==> src/rtl/serial_alu_v2.sv <==
// serial_alu_v2: serial-command ALU with 8 ops including an iterative shift-add multiply
//   clk          in   clock, rising edge
//   reset_n      in   synchronous active-low reset
//   opcode_valid in   high for the 3 command cycles
//   opcode       in   serial opcode bit op[0], op[1], op[2]
//   data         in   operand A (cycle 1), operand B (cycle 2)
//   result       out  registered result, held until next completion
//   overflow     out  registered overflow, updates with result
//   done         out  one-cycle completion pulse
//   busy         out  high while executing (EXEC, MUL, DONE)
//   op_count     out  completed-operation count, wraps
module serial_alu_v2 #(
    parameter int WIDTH     = 8,
    parameter int CNT_WIDTH = 8
) (
    input  logic                 clk,
    input  logic                 reset_n,
    input  logic                 opcode_valid,
    input  logic                 opcode,
    input  logic [WIDTH-1:0]     data,
    output logic [WIDTH-1:0]     result,
    output logic                 overflow,
    output logic                 done,
    output logic                 busy,
    output logic [CNT_WIDTH-1:0] op_count
);
    localparam int CW = $clog2(WIDTH + 1);
    typedef enum logic [2:0] {IDLE, GET_B, GET_OP, EXEC, MUL, DONE} state_t;
    state_t state_q, state_d;
    logic [WIDTH-1:0] a_q, a_d, b_q, b_d, result_q, result_d, alu_res;
    logic [2:0] op_q, op_d;
    logic [2*WIDTH-1:0] acc_q, acc_d, mcand_q, mcand_d, acc_next;
    logic [CW-1:0] cnt_q, cnt_d;
    logic [CNT_WIDTH-1:0] op_count_q, op_count_d;
    logic [WIDTH:0] sum;
    logic overflow_q, overflow_d, done_q, done_d, alu_ov;
    always_comb begin
        sum     = {1'b0, a_q} + {1'b0, b_q};
        alu_res = '0;
        alu_ov  = 1'b0;
        case (op_q)
            3'd0: begin alu_res = sum[WIDTH-1:0]; alu_ov = sum[WIDTH]; end
            3'd1: begin alu_res = a_q - b_q; alu_ov = a_q < b_q; end
            3'd2: alu_res = a_q & b_q;
            3'd3: alu_res = a_q | b_q;
            3'd4: alu_res = a_q ^ b_q;
            3'd5: alu_res = WIDTH'({a_q > b_q, a_q == b_q});
            3'd6: alu_res = WIDTH'((^a_q) ^ (^b_q));
            default: alu_res = '0;
        endcase
    end
    // b_q doubles as the multiplier, consumed LSB first while the multiplicand shifts left
    assign acc_next = acc_q + (b_q[0] ? mcand_q : '0);
    always_comb begin
        state_d    = state_q;
        a_d        = a_q;
        b_d        = b_q;
        op_d       = op_q;
        acc_d      = acc_q;
        mcand_d    = mcand_q;
        cnt_d      = cnt_q;
        result_d   = result_q;
        overflow_d = overflow_q;
        op_count_d = op_count_q;
        done_d     = 1'b0;
        case (state_q)
            IDLE: if (opcode_valid) begin
                a_d     = data;
                op_d    = {2'b00, opcode};
                state_d = GET_B;
            end
            GET_B: begin
                b_d     = data;
                op_d[1] = opcode;
                state_d = opcode_valid ? GET_OP : IDLE;
            end
            GET_OP: begin
                op_d[2] = opcode;
                state_d = opcode_valid ? EXEC : IDLE;
            end
            EXEC: if (op_q == 3'd7) begin
                acc_d   = '0;
                mcand_d = {{WIDTH{1'b0}}, a_q};
                cnt_d   = CW'(WIDTH);
                state_d = MUL;
            end else begin
                result_d   = alu_res;
                overflow_d = alu_ov;
                done_d     = 1'b1;
                state_d    = DONE;
            end
            MUL: begin
                acc_d   = acc_next;
                mcand_d = mcand_q << 1;
                b_d     = b_q >> 1;
                cnt_d   = cnt_q - CW'(1);
                if (cnt_q == CW'(1)) begin
                    result_d   = acc_next[WIDTH-1:0];
                    overflow_d = |acc_next[2*WIDTH-1:WIDTH];
                    done_d     = 1'b1;
                    state_d    = DONE;
                end
            end
            DONE: begin
                op_count_d = op_count_q + CNT_WIDTH'(1);
                state_d    = IDLE;
            end
            default: state_d = IDLE;
        endcase
    end
    always_ff @(posedge clk) begin
        if (!reset_n) begin
            state_q    <= IDLE;
            a_q        <= '0;
            b_q        <= '0;
            op_q       <= '0;
            acc_q      <= '0;
            mcand_q    <= '0;
            cnt_q      <= '0;
            result_q   <= '0;
            overflow_q <= 1'b0;
            done_q     <= 1'b0;
            op_count_q <= '0;
        end else begin
            state_q    <= state_d;
            a_q        <= a_d;
            b_q        <= b_d;
            op_q       <= op_d;
            acc_q      <= acc_d;
            mcand_q    <= mcand_d;
            cnt_q      <= cnt_d;
            result_q   <= result_d;
            overflow_q <= overflow_d;
            done_q     <= done_d;
            op_count_q <= op_count_d;
        end
    end
    assign result   = result_q;
    assign overflow = overflow_q;
    assign done     = done_q;
    assign busy     = state_q inside {EXEC, MUL, DONE};
    assign op_count = op_count_q;
endmodule
==> config.mk <==
export PLATFORM = sky130hd
export DESIGN_NAME = serial_alu_v2
export DESIGN_NICKNAME = d
export VERILOG_FILES = /design/src/rtl/serial_alu_v2.sv
export SDC_FILE = /design/constraint.sdc
export NUM_CORES = 1
export LEC_CHECK = 0
export CELL_PAD_IN_SITES_DETAIL_PLACEMENT = 0
export CELL_PAD_IN_SITES_GLOBAL_PLACEMENT = 1
export CORE_MARGIN = 10
export CORE_UTILIZATION = 39
export DETAILED_ROUTE_END_ITERATION = 12
export GPL_ROUTABILITY_DRIVEN = 0
export PLACE_DENSITY_LB_ADDON = 0.12
export SLEW_MARGIN = 20
export SYNTH_ARGS = -nofsm -noshare
export SYNTH_HDL_FRONTEND = slang
export SYNTH_SLANG_ARGS = --single-unit
==> constraint.sdc <==
create_clock -name clk -period 4.42 [get_ports clk]
set_input_delay 0.884 -clock clk [delete_from_list [all_inputs] [get_ports clk]]
set_output_delay 0.884 -clock clk [all_outputs]
set_load 0.1 [all_outputs]
-- After elaboration in Yosys (flattened, before gate mapping)
Index checks and enable logic that the tools add are counted.
- logic and storage cells: 86
- input port bits: 12
- flip-flop bits (word level): 76
- output and inout bits: 19
- bitwise operators: 4
- muxes and demuxes: 28
- add/sub/neg operators: 5
- eq/ne operators: 18
- reductions and logical operators: 16
- order comparisons: 2
- operator list (operator ; number):
    $pmux W16 S2 ; 2
    $pmux W8 S7 ; 1
    $mux W16 ; 3
    $pmux W8 S2 ; 2
    $eq A3 B3 Y1 const B ; 6
    $add A16 B16 Y16 ; 1
    $mux W8 ; 2
    $reduce_xor A8 Y1 ; 2
    $pmux W3 S5 ; 1
    $eq A3 B2 Y1 const B ; 4
    $pmux W1 S2 ; 5
    $reduce_and A2 Y1 ; 5
    $add A8 B8 Y9 ; 1
    $mux W3 ; 3
    $add A8 B1 Y8 const B ; 1
    $and A8 B8 Y8 ; 1
    $eq A8 B8 Y1 ; 1
    $gt A8 B8 Y1 ; 1
    $lt A8 B8 Y1 ; 1
    $ne A2 B2 Y1 const B ; 4
    $or A8 B8 Y8 ; 1
    $pmux W4 S2 ; 1
    $reduce_bool A2 Y1 ; 4
    $reduce_or A8 Y1 ; 1
    12 further kinds ; 19

-- Longest topological paths before layout
Gate-level depths: netlist of run 1.
- depth after elaboration: 5
- mapped depth: 13
- depth with buffers taken out: 12

-- Worst setup path after synthesis of run 1
OpenSTA, ideal clock, no wires.
- path type: reg-to-output
- start: reg state_q[2]
- end: out busy
- slack: 0.818 ns
- stages on the path, launching flop included: 4
- data required time: 3.536 ns
- arrival: 2.718 ns
- path buffers: 1
- path through: dfxtp_1 > clkbuf_1 > inv_1 > o21ai_0
- longest elaborated chain between the ends: 2
- elaborated cells between the ends (all ways): 4
- classes of those cells: eq/ne (3); reduce/logical (1)
- ends and longest elaborated chain (item ; RTL line ; RTL):
    from (decl) ; 29 ; state_t state_q, state_d;
    from (signal assigned) ; 125 ; state_q <= state_d;
    $eq A3 B2 Y1 or $eq A3 B3 Y1 (tied branches) ; 141 ; assign busy = state_q inside {EXEC, MUL, DONE};
    $reduce_bool A3 Y1 * ; 141 ;
    to (decl) ; 24 ; output logic busy,
Mark *: on every way between the ends. The rest lies on a longest branch, timed or not.

-- Final worst setup path of run 1
- start: reg b_q[0]
- end: reg overflow_q, in the netlist overflow
- longest elaborated chain between the ends: 5
- elaborated cells between the ends (all ways): 9
- classes of those cells: add/sub (2); order compare (1); mux (5); reduce/logical (1)
- ends and longest elaborated chain (item ; RTL line ; RTL):
    from (decl) ; 30 ; logic [WIDTH-1:0] a_q, a_d, b_q, b_d, result_q, result_d, alu_res;
    from (signal assigned) ; 115 ; b_q <= '0;
    from (signal assigned) ; 127 ; b_q <= b_d;
    $mux W16 ; 53 ; assign acc_next = acc_q + (b_q[0] ? mcand_q : '0);
    $add A16 B16 Y16 ; 53 ;
    $reduce_or A8 Y1 ; 99 ; overflow_d = |acc_next[2*WIDTH-1:WIDTH];
    $mux W1 ; 97 ; if (cnt_q == CW'(1)) begin
    $pmux W1 S2 * ; 66 ; case (state_q)
    to (signal assigned) ; 133 ; overflow_q <= overflow_d;
    to (decl) ; 36 ; logic overflow_q, overflow_d, done_q, done_d, alu_ov;
Mark *: on every way between the ends. The rest lies on a longest branch, timed or not. The select of a mux whose other input is x is not followed.
A chain may end at the register's enable or synchronous reset.

==> summary.txt, run 1 <==
Timing
  – Final setup fails: 0
  – Max Fclk: roughly 290 MHz
  – Max Slew Vio Count: 0
  – Worst Max-Slew Pin Slew: 0.983 ns
  – Post-layout min period: about 3.5 ns
  – Period utilization: roughly four fifths
  – Max-slew headroom: 34.2%
  – Final setup margin: 0.918 ns
  – TNS Setup: 0 ns
  – Final Skew: between 0.007 and 0.008 ns
  – Unrepaired setup endpoints after global routing: false
  – Final hold violation count: 0

Synth
  – Synth Register Bits: 76
  – Ys flop type: dfxtp_1
  – Mux share of post-synthesis cell area: less than 1%
  – Mapped Nets: 703
  – Simple-Gate Fraction of Synth Area: ~22%
  – Largest family of logic cells by synthesized area: compound AO/OA/AOI/OAI gates
  – Cell variety after synth: about 60
  – Post-synth top area share: 29.4%
  – Post-synth EDFFs: 0
  – Yosys warning total: 0
  – Seq/Total Area, Yosys: slightly below 30%
  – Post-synthesis adder-cell area fraction: between 10% and 20%
  – Compound-Gate Fraction of Synth Area: about a quarter
  – Ranking of synthesized cells by area: dfxtp_1, ha_1, nand2_1
  – Syn Std Cell Area: about 5200 sq um
  – Post-synth ARST share: 0%
  – Synthesized area per cell: 8.05 sq um
  – Syn Inst Count: 643
  – Synth area leader: dfxtp_1
  – Synth Area in XOR/XNOR: between 6 and 7%

Place
  – DP Wirelength: 10,500 microns
  – IO buf count: 30
  – Pre-CTS setup slack: roughly 0.94 ns

Clock network
  – CTS tree: built
  – Max Root-Sink Buffers: 2
  – Hold-fix buffers, CTS: 0
  – Post-CTS Setup Repair Bufs: 0
  – PostCTS Resize Cnt: 0
  – H-tree depth: 3
  – Clock Latency Late Sink: between 0.3 and 0.4 ns
  – Num Clock Sinks: between 70 and 80
  – Clk root buf: clkbuf_16
  – Clock slew at reported path FFs: around 0.060 ns
  – Cts bufs inserted: 9

GRT
  – Vias in the first global route: 4,233
  – GRT Util Overall: approximately 16%
  – Maximum number of pins on one net before global-route repair: 52
  – GRT Residual Overflow: 0
  – First-pass GRT wire length: 22,800 microns
  – Initial antenna violation count: 0

Routing
  – Wl on met1: 7170 microns
  – Metal3 WL: 594 microns
  – DR pass1 iterations: 7
  – Met2 routed WL: 6220 microns
  – Final ANT Viol Nets: 0
  – DRC: 0
  – Vias post-DR: roughly 4,500
  – Top Metal Used: met4
  – Overall routed net length: 14,200 microns
  – Post-DR vias/cell: 5.40
  – Drt initial violations: between 200 and 300
  – Post-DR wirelength/cell: around 17 microns

Final layout
  – N_diodes: 0
  – Area growth syn-to-layout: 13.8%
  – Ratio of cells with drive above 1 in the final layout: 5.15%
  – Final Util: 44.8%
  – Final-stage net count: ~700
  – Fillers: around 1,400

Floorplan
  – Initial Util: 39.4%
  – Width of the die: roughly 140 microns
  – Top Ports: 31
  – Die area: approximately 18,000 sq um
  – Core ar.: between 10,000 and 15,000 sq um
  – Cell row count: 42
  – Die H: ~140 microns

Flow run
  – MaxCap Viol Count: 0

Setup path
  – Required time of the critical path: about 4.7 ns
  – Crit end category: flip-flop
  – Arrival @ worst endpoint: around 3.7 ns
  – Crit Path Category: flip-flop to flip-flop
  – Startpoint class of the critical path: flip-flop
  – CP Max Fanout: 10

Power and ir drop
  – Flop pwr share: 42.7%
  – Combinational share of power: around a fifth
  – Clock power share: between 30% and 40%
  – Power Density: 293 nW/um^2
  – Static Leak: between 0.002 and 0.0025 uW
  – Sw power: approximately 500 uW
  – Peak supply drop: 198 uV
  – Internal power: approximately 1200 uW
  – Pwr Total: 1730 uW
  – Sw Ratio: 29.0%

Outcome
  – Status: finished, final reports clean

Hold path
  – Worst hold path type: flip-flop to flip-flop
==> Yosys cell counts (2+ instances only) <==
cell type   n
dfxtp_1    76
nand2_1    74
ha_1       45
nor2_1     41
a21oi_1    37
clkbuf_1   33
a21boi_0   31
xnor2_1    31
inv_1      29
o21ai_0    29
and2_1     27
nand3_1    27
nor2b_1    14
o211ai_1   14
a21o_1     13
a211oi_1   11
nor3b_1     9
xor2_1      9
a31oi_1     8
o211a_1     7
a22oi_1     6
and3_1      6
nor3_1      6
o21bai_1    6
nor4_1      4
or4_1       4
a32o_1      3
fa_1        3
nand4_1     3
o21a_1      3
a32oi_1     2
buf_1       2
mux2_2      2
nand2b_1    2
or2_2       2
==> through the flow <==
step / hold slack, ns / instances / instance area (sq um)
after detailed placement: 0.469 / 822 / 5630
after global routing: 0.501 / 836 / 5890
after CTS: 0.477 / 836 / 5890
after global placement: 0.461 / 822 / 5630
final: 0.473 / 836 / 5890
after floorplan: 0.448 / 643 / 5170
==> power groups by stage <==
stage               registers, uW  clock network (uW)  logic, uW
detailed placement            751                   0        325
global placement              750                   0        322
global route                  740                 706        367
CTS                           736                 683        326
finish                        736                 663        326
floorplan                     750                   0        231
==> final timing paths <==
| kind | from | end | slack [ns] | depth (start not counted) |
|---|---|---|---|---|
| setup reg to reg | b_q[0] | overflow | 0.92 | 11 |
| setup / recovery | b_q[0] | overflow | 0.92 | 11 |
| hold reg to reg | acc_q[7] | acc_q[7] | 0.47 | 2 |
| hold / removal | acc_q[7] | acc_q[7] | 0.47 | 2 |
==> sequential cells by signal (all words and copies together), names as in the netlist <==
| register | flops |
|---|---|
| result | 8 |
| mcand_q | 16 |
| a_q | 8 |
| state_q | 3 |
| acc_q | 16 |
| cnt_q | 4 |
| done | 1 |
| op_q | 3 |
| op_count | 8 |
| b_q | 8 |
| overflow | 1 |
==> per-layer routing <==
metal	GRT usage, %	vias to the layer above
li1	-	2299
met1	21.3	2114
met2	23.8	82
met3	3.41	18
met4	5.02	0
met5	0	-
==> cells in the final DEF, fill, tap and decap left out, types with 29 or more instances in the layout <==
| master | Yosys | routed |
|---|---|---|
| dfxtp_1 | 76 | 76 |
| nand2_1 | 74 | 74 |
| ha_1 | 45 | 45 |
| nor2_1 | 41 | 41 |
| a21oi_1 | 37 | 37 |
| a21boi_0 | 31 | 31 |
| xnor2_1 | 31 | 31 |
| inv_1 | 29 | 29 |
| o21ai_0 | 29 | 29 |
| clkdlybuf4s50_1 | 0 | 29 |
==> kinds of logic (layout without fill, tap and decap cells) <==
group                    after synthesis  count (layout)
flip-flops                            76              76
buffers and inverters                 65              82
XOR/XNOR                              40              40
multiplexers                           3               3
AND/OR/NAND/NOR                      226             226
AO/OA/AOI/OAI                        185             185
adder cells (fa/ha/maj)               48              48
==> worst max-delay path, stage by stage (launching register included) <==
cell and delay, ns:
dfxtp_1 0.39, and2_1 0.18, ha_1 0.21, fa_1 0.42
a21o_1 0.24, a2111oi_4 0.41, o21bai_2 0.10, a21oi_2 0.17
xnor2_1 0.09, or4b_1 0.52, or4_1 0.41, o31a_1 0.24
==> layout make-up <==
class / count / area, sq um / area share, %
Clock buffer: 11 / 243 / 4.12
Clock inverter: 3 / 15.0 / 0.255
Inverter: 30 / 113 / 1.91
Multi-Input combinational cell: 502 / 3420 / 58.1
Sequential cell: 76 / 1520 / 25.8
Tap cell: 176 / 220 / 3.74
Timing Repair Buffer: 38 / 355 / 6.04
No activity file was read; power rests on OpenSTA's default activity.
==> inputs of run 2 (changes only) <==
==> constraint.sdc (replaced) <==
create_clock -name clk -period 2.85 [get_ports clk]
set_input_delay 0.57 -clock clk [delete_from_list [all_inputs] [get_ports clk]]
set_output_delay 0.57 -clock clk [all_outputs]
set_load 0.1 [all_outputs]
==> summary.txt, run 2 (synthesis gave the netlist of run 1 again) <==
Timing
  – Period utilization: 113% (was 79.2%)
  – Worst Max-Slew Pin Slew: 0.887 ns (was 0.983 ns)
  – Final hold violation count: 0 (unchanged)
  – Max Slew Vio Count: 0 (unchanged)
  – Post-layout min period: 3.23 ns (was 3.50 ns)
  – Final Skew: 0.00953 ns (was 0.00729 ns)
  – Max-slew headroom: 40.7% (was 34.2%)
  – Final setup margin: -0.376 ns (was 0.918 ns)
  – Unrepaired setup endpoints after global routing: true (was false)
  – TNS Setup: -0.376 ns (was 0 ns)
  – Final setup fails: 1 (was 0)
  – Max Fclk: 310 MHz (was 286 MHz)

GRT
  – GRT Util Overall: 16.6% (was 15.6%)
  – GRT Residual Overflow: 0 (unchanged)
  – Initial antenna violation count: 0 (unchanged)
  – Maximum number of pins on one net before global-route repair: 52 (unchanged)
  – First-pass GRT wire length: 24,400 microns (was 22,800 microns)
  – Vias in the first global route: 4,547 (was 4,233)

Clock network
  – Cts bufs inserted: 9 (unchanged)
  – Max Root-Sink Buffers: 2 (unchanged)
  – Clock slew at reported path FFs: 0.07 ns (was 0.06 ns)
  – Clk root buf: clkbuf_16 (unchanged)
  – CTS tree: built (unchanged)
  – H-tree depth: 3 (unchanged)
  – Clock Latency Late Sink: 0.35 ns (was 0.34 ns)
  – Num Clock Sinks: 76 (unchanged)

Routing
  – Final ANT Viol Nets: 0 (unchanged)
  – Post-DR vias/cell: 5.32 (was 5.40)
  – DR pass1 iterations: 6 (was 7)
  – DRC: 0 (unchanged)
  – Overall routed net length: 14,800 microns (was 14,200 microns)
  – Drt initial violations: 287 (was 281)
  – Vias post-DR: 4,722 (was 4,513)
  – Post-DR wirelength/cell: 16.6 microns (was 17.0 microns)

Floorplan
  – Cell row count: 42 (unchanged)
  – Top Ports: 31 (unchanged)
  – Die H: 135 microns (unchanged)
  – Core ar.: 13,100 sq um (unchanged)
  – Width of the die: 135 microns (unchanged)
  – Die area: 18,300 sq um (unchanged)
  – Initial Util: 39.4% (unchanged)

Setup path
  – Crit Path Category: flip-flop to flip-flop (unchanged)
  – Arrival @ worst endpoint: 3.46 ns (was 3.73 ns)
  – CP max stage cell: or4b_1 (unchanged)
  – Reg2Reg Capture Point: overflow (unchanged)
  – CP Max Fanout: 4 (was 10)
  – Critical R2R Launch: b_q[0] (unchanged)
  – CP top delay family: compound AO/OA/AOI/OAI gates (unchanged)
  – R2r setup slk: -0.38 ns (was 0.92 ns)
  – Startpoint class of the critical path: flip-flop (unchanged)
  – Depth of the most critical reg-to-reg path: 11 (unchanged)
  – Crit path buf inv count: 0 (unchanged)
  – Crit end category: flip-flop (unchanged)
  – Critical path, cell by cell: and2_4 > ha_4 > fa_2 > a21o_1 > a2111oi_4 > o21bai_2 > a21oi_2 > xnor2_1 > or4b_1 > or4_1 > o31a_1 (was and2_1 > ha_1 > fa_1 > a21o_1 > a2111oi_4 > o21bai_2 > a21oi_2 > xnor2_1 > or4b_1 > or4_1 > o31a_1)
  – Crit-path max cell delay: 0.51 ns (was 0.52 ns)
  – Required time of the critical path: 3.08 ns (was 4.65 ns)

Power and ir drop
  – Power Density: 448 nW/um^2 (was 293 nW/um^2)
  – Internal power: 2000 uW (was 1220 uW)
  – Peak supply drop: 217 uV (was 198 uV)
  – Combinational share of power: 19.1% (was 18.9%)
  – Static Leak: 0.00266 uW (was 0.00235 uW)
  – Sw Ratio: 29.5% (was 29.0%)
  – Flop pwr share: 39.7% (was 42.7%)
  – Sw power: 836 uW (was 501 uW)
  – Clock power share: 41.2% (was 38.4%)
  – Pwr Total: 2840 uW (was 1730 uW)

Final layout
  – Area of the multi-input gates: 3490 sq um (was 3420 sq um)
  – Register Area: 1520 sq um (about the same)
  – Area growth syn-to-layout: 22.4% (was 13.8%)
  – Commonest non-fill, non-tap cell in the layout: buf_4 (was dfxtp_1)
  – Most frequent cells in the layout: buf_4, dfxtp_1, nand2_1 (was dfxtp_1, nand2_1, ha_1)
  – N_diodes: 0 (unchanged)
  – Ratio of cells with drive above 1 in the final layout: 16.7% (was 5.15%)
  – Final-stage net count: 767 (was 717)
  – Fillers: 1,328 (was 1,388)
  – Largest regs: acc_q x16, mcand_q x16 (unchanged)

Outcome
  – Status: complete, but fails checks (was finished, final reports clean)
  – Failing checks: setup timing

Hold path
  – Hold path endpoint: acc_q[14] (was acc_q[7])
  – Worst hold start: acc_q[14] (was acc_q[7])
  – Hold depth: 2 (unchanged)
  – Worst hold path type: flip-flop to flip-flop (unchanged)

Place
  – IO buf count: 30 (unchanged)
  – DP Wirelength: 11,100 microns (was 10,500 microns)

Flow run
  – MaxCap Viol Count: 0 (unchanged)
run 2: cell count changes in the layout (fill, tap and decap cells not counted), moves of 3 or more:
cell             previous run  this run
clkinv_2                    3         0
ha_4                        0         3
clkdlybuf4s50_1            29        10
buf_4                       8        77
ha_1                       45        42
a21oi_1                    37        34
a21oi_2                     1         4
run 2: worst min-delay path, cell delays in order, from the launching register on:
cell,delay (ns)
dfxtp_1,0.31
nand3_1,0.06
a21boi_1,0.05
run 2: how the worst max path moves through the flow:
stage                      start       end  slack [ns]  cells past startpoint
after CTS                 b_q[0]  overflow       -0.38                     11
after global routing      b_q[0]  overflow       -0.52                     11
after floorplan           b_q[0]  overflow       -0.54                     13
final                     b_q[0]  overflow       -0.38                     11
after detailed placement  b_q[0]  overflow       -0.47                     11
after global placement    b_q[0]  overflow       -0.39                     11
run 2: power groups by stage:
stage / Combinational, uW / Clock, uW / Sequential [uW]
2_1_floorplan: 363 / 0 / 1160
5_1_grt: 607 / 1240 / 1130
4_1_cts: 540 / 1200 / 1120
3_3_place_gp: 536 / 0 / 1150
3_5_place_dp: 538 / 0 / 1150
6_report: 542 / 1170 / 1130
run 2: repair_timing:
item	CTS	global route
resized for setup	5	11
pin swaps	1	5
setup endpoints to repair	1	6
hold buffers	0	0
cloned	0	0
buffers inserted	1	3
run 2: per-layer routing:
metal  vias up  track usage [%]  wire, microns
met5         -                0              0
met4         0             6.04            303
met3        19             3.45            792
met2        91             25.7           6590
met1      2220             22.2           7090
li1       2392                -              -
run 2: cell type report:
class                           count  share of cell area [%]
Clock buffer                       10                    3.62
Clock inverter                      6                    1.13
Inverter                           30                    1.78
Multi-Input combinational cell    502                    55.1
Sequential cell                    76                    24.1
Tap cell                          176                    3.48
Timing Repair Buffer               88                    10.8
run 2: through the flow:
step / utilization (%) / instances / hold WS, ns / worst slack (ns) / instance area (sq um)
after floorplan: - / 643 / 0.448 / -0.536 / 5200
after global placement: 45.2 / 869 / 0.460 / -0.393 / 5940
after detailed placement: 45.2 / 869 / 0.467 / -0.466 / 5940
after CTS: 47.8 / 886 / 0.473 / -0.378 / 6290
after global routing: 48.2 / 888 / 0.501 / -0.516 / 6330
final: 48.2 / 888 / 0.474 / -0.376 / 6330
==> inputs of run 3 (changes only) <==
--- a/config.mk
+++ b/config.mk
@@ -7,6 +7,7 @@
 export LEC_CHECK = 0
 export CELL_PAD_IN_SITES_DETAIL_PLACEMENT = 0
 export CELL_PAD_IN_SITES_GLOBAL_PLACEMENT = 1
+export CORE_ASPECT_RATIO = 2
 export CORE_MARGIN = 10
 export CORE_UTILIZATION = 39
 export DETAILED_ROUTE_END_ITERATION = 12
==> summary.txt, run 3 (synthesis gave the netlist of run 1 again) <==
Timing
  – Max Slew Vio Count: 0 (unchanged)
  – Final setup fails: 1 (unchanged)
  – Final hold violation count: 0 (unchanged)
  – Max Fclk: 311 MHz (was 310 MHz)
  – Max-slew headroom: 45.3% (was 40.7%)
  – Period utilization: 113% (about the same)
  – Final setup margin: -0.363 ns (was -0.376 ns)
  – Post-layout min period: 3.21 ns (was 3.23 ns)
  – Unrepaired setup endpoints after global routing: true (unchanged)
  – Worst Max-Slew Pin Slew: 0.817 ns (was 0.887 ns)
  – Final Skew: 0.0124 ns (was 0.00953 ns)

Setup path
  – Crit-path max cell delay: 0.53 ns (was 0.51 ns)
  – CP max stage cell: or4b_1 (unchanged)
  – Required time of the critical path: 3.08 ns (about the same)
  – Crit Path Category: flip-flop to flip-flop (unchanged)
  – Arrival @ worst endpoint: 3.44 ns (was 3.46 ns)
  – Crit path buf inv count: 0 (unchanged)
  – Critical path, cell by cell: and2_1 > ha_2 > fa_2 > a21o_1 > a2111oi_4 > o21bai_2 > a21oi_2 > xnor2_1 > or4b_1 > or4_1 > o31a_1 (was and2_4 > ha_4 > fa_2 > a21o_1 > a2111oi_4 > o21bai_2 > a21oi_2 > xnor2_1 > or4b_1 > or4_1 > o31a_1)
  – CP Max Fanout: 3 (was 4)
  – Startpoint class of the critical path: flip-flop (unchanged)
  – CP top delay family: simple AND/OR/NAND/NOR gates (was compound AO/OA/AOI/OAI gates)
  – Crit end category: flip-flop (unchanged)
  – R2r setup slk: -0.36 ns (was -0.38 ns)

Floorplan
  – Initial Util: 39.8% (was 39.4%)
  – Core ar.: 13,000 sq um (was 13,100 sq um)
  – Die area: 18,600 sq um (was 18,300 sq um)
  – Top Ports: 31 (unchanged)
  – Cell row count: 59 (was 42)
  – Width of the die: 101 microns (was 135 microns)
  – Die H: 183 microns (was 135 microns)

Clock network
  – CTS tree: built (unchanged)
  – Cts bufs inserted: 9 (unchanged)
  – Max Root-Sink Buffers: 2 (unchanged)
  – Hold-fix buffers, CTS: 0 (unchanged)
  – Num Clock Sinks: 76 (unchanged)
  – Clk root buf: clkbuf_16 (unchanged)
  – H-tree depth: 3 (unchanged)
  – Post-CTS Setup Repair Bufs: 0 (was 1)
  – Clock slew at reported path FFs: 0.06 ns (was 0.07 ns)
  – Clock Latency Late Sink: 0.34 ns (was 0.35 ns)

Power and ir drop
  – Pwr Total: 3050 uW (was 2840 uW)
  – Static Leak: 0.00274 uW (was 0.00266 uW)
  – Peak supply drop: 340 uV (was 217 uV)
  – Power Density: 476 nW/um^2 (was 448 nW/um^2)

Routing
  – Post-DR wirelength/cell: 19.3 microns (was 16.6 microns)
  – Drt initial violations: 198 (was 287)
  – Post-DR vias/cell: 5.60 (was 5.32)
  – Final ANT Viol Nets: 0 (unchanged)
  – DRC: 0 (unchanged)
  – Vias post-DR: 4,895 (was 4,722)
  – Overall routed net length: 16,900 microns (was 14,800 microns)
  – DR pass1 iterations: 4 (was 6)

Final layout
  – Fillers: 1,339 (was 1,328)
  – Cell area after layout: 6410 sq um (was 6330 sq um)
  – N_diodes: 0 (unchanged)
  – Commonest non-fill, non-tap cell in the layout: buf_4 (unchanged)
  – Area growth syn-to-layout: 23.9% (was 22.4%)
  – Final-stage net count: 778 (was 767)
  – Non-filler instance count after layout: 874 (was 888)
  – Most frequent cells in the layout: buf_4, dfxtp_1, nand2_1 (unchanged)
  – Ratio of cells with drive above 1 in the final layout: 17.5% (was 16.7%)
  – Final Util: 49.4% (was 48.2%)
  – Largest regs: acc_q x16, mcand_q x16 (unchanged)

Place
  – Pre-CTS setup slack: -0.391 ns (was -0.466 ns)
  – IO buf count: 30 (unchanged)
  – DP Wirelength: 12,900 microns (was 11,100 microns)
  – Placed instance area: 6010 sq um (was 5940 sq um)
  – Post-Place Cells: 859 (was 869)

GRT
  – GRT Residual Overflow: 0 (unchanged)
  – Maximum number of pins on one net before global-route repair: 52 (unchanged)
  – Vias in the first global route: 5,154 (was 4,547)
  – Initial antenna violation count: 0 (unchanged)
  – GRT Util Overall: 18.4% (was 16.6%)
  – First-pass GRT wire length: 26,600 microns (was 24,400 microns)

Outcome
  – Failing checks: setup timing (unchanged)
  – Status: complete, but fails checks (unchanged)

Flow run
  – MaxCap Viol Count: 0 (unchanged)

Hold path
  – Worst hold path type: flip-flop to flip-flop (unchanged)
==> run 3: changes by cell type in the layout (fill, tap and decap cells not counted), moves of 2 or more <==
cell	previous run	this run
buf_4	77	88
a21oi_1	34	36
a21oi_2	4	2
bufinv_16	1	3
inv_6	2	0
==> run 3: worst min-delay path, delay by kind of cell (launching register included) <==
kind | cells | cell delay [ns]
flip-flops | 1 | 0.31
AO/OA/AOI/OAI | 1 | 0.07
AND/OR/NAND/NOR | 1 | 0.05
==> run 3: final timing paths <==
check	startpoint	cells past startpoint	end
max	mcand_q[0]	11	overflow
min	acc_q[7]	2	acc_q[7]
max reg2reg	mcand_q[0]	11	overflow
min reg2reg	acc_q[7]	2	acc_q[7]
==> run 3: cell type report <==
class                      instances  area, sq um  share of cell area [%]
tap                              152          190                    2.97
sequential                        76         1520                    23.7
multi-input combinational        502         3480                    54.3
clock buffer                      11          243                    3.78
inverter                          30          113                    1.76
clock inverter                     4         97.6                    1.52
timing repair buffer              99          766                    11.9
==> run 3: through the flow <==
step / hold WS [ns] / setup TNS (ns)
final: 0.474 / -0.363
after global routing: 0.508 / -0.521
after CTS: 0.486 / -0.360
after detailed placement: 0.477 / -0.391
after global placement: 0.463 / -0.382
after floorplan: 0.448 / -0.536
==> run 3: power by group <==
| part | leakage, uW | internal [uW] | total [uW] | switching (uW) |
|---|---|---|---|---|
| Clock | 0.000162 | 876 | 1340 | 466 |
| Combinational | 0.00197 | 241 | 593 | 352 |
| Sequential | 0.000616 | 1090 | 1120 | 25.7 |
| Total | 0.00274 | 2210 | 3050 | 844 |
==> run 3: layer usage <==
| metal | vias to the layer above | wire [microns] | global-route usage, % |
|---|---|---|---|
| met5 | - | 0 | 0 |
| met4 | 0 | 1040 | 12.0 |
| met3 | 50 | 321 | 2.22 |
| met2 | 92 | 9470 | 35.3 |
| met1 | 2349 | 6080 | 17.3 |
| li1 | 2404 | - | - |
==> run 3: timing repair <==
action / 4_1_cts / 5_1_grt
endpoints found under the setup margin: 1 / 5
gates resized for setup: 4 / 8
pin swaps: 1 / 0
endpoints found under the hold margin: 0 / 0
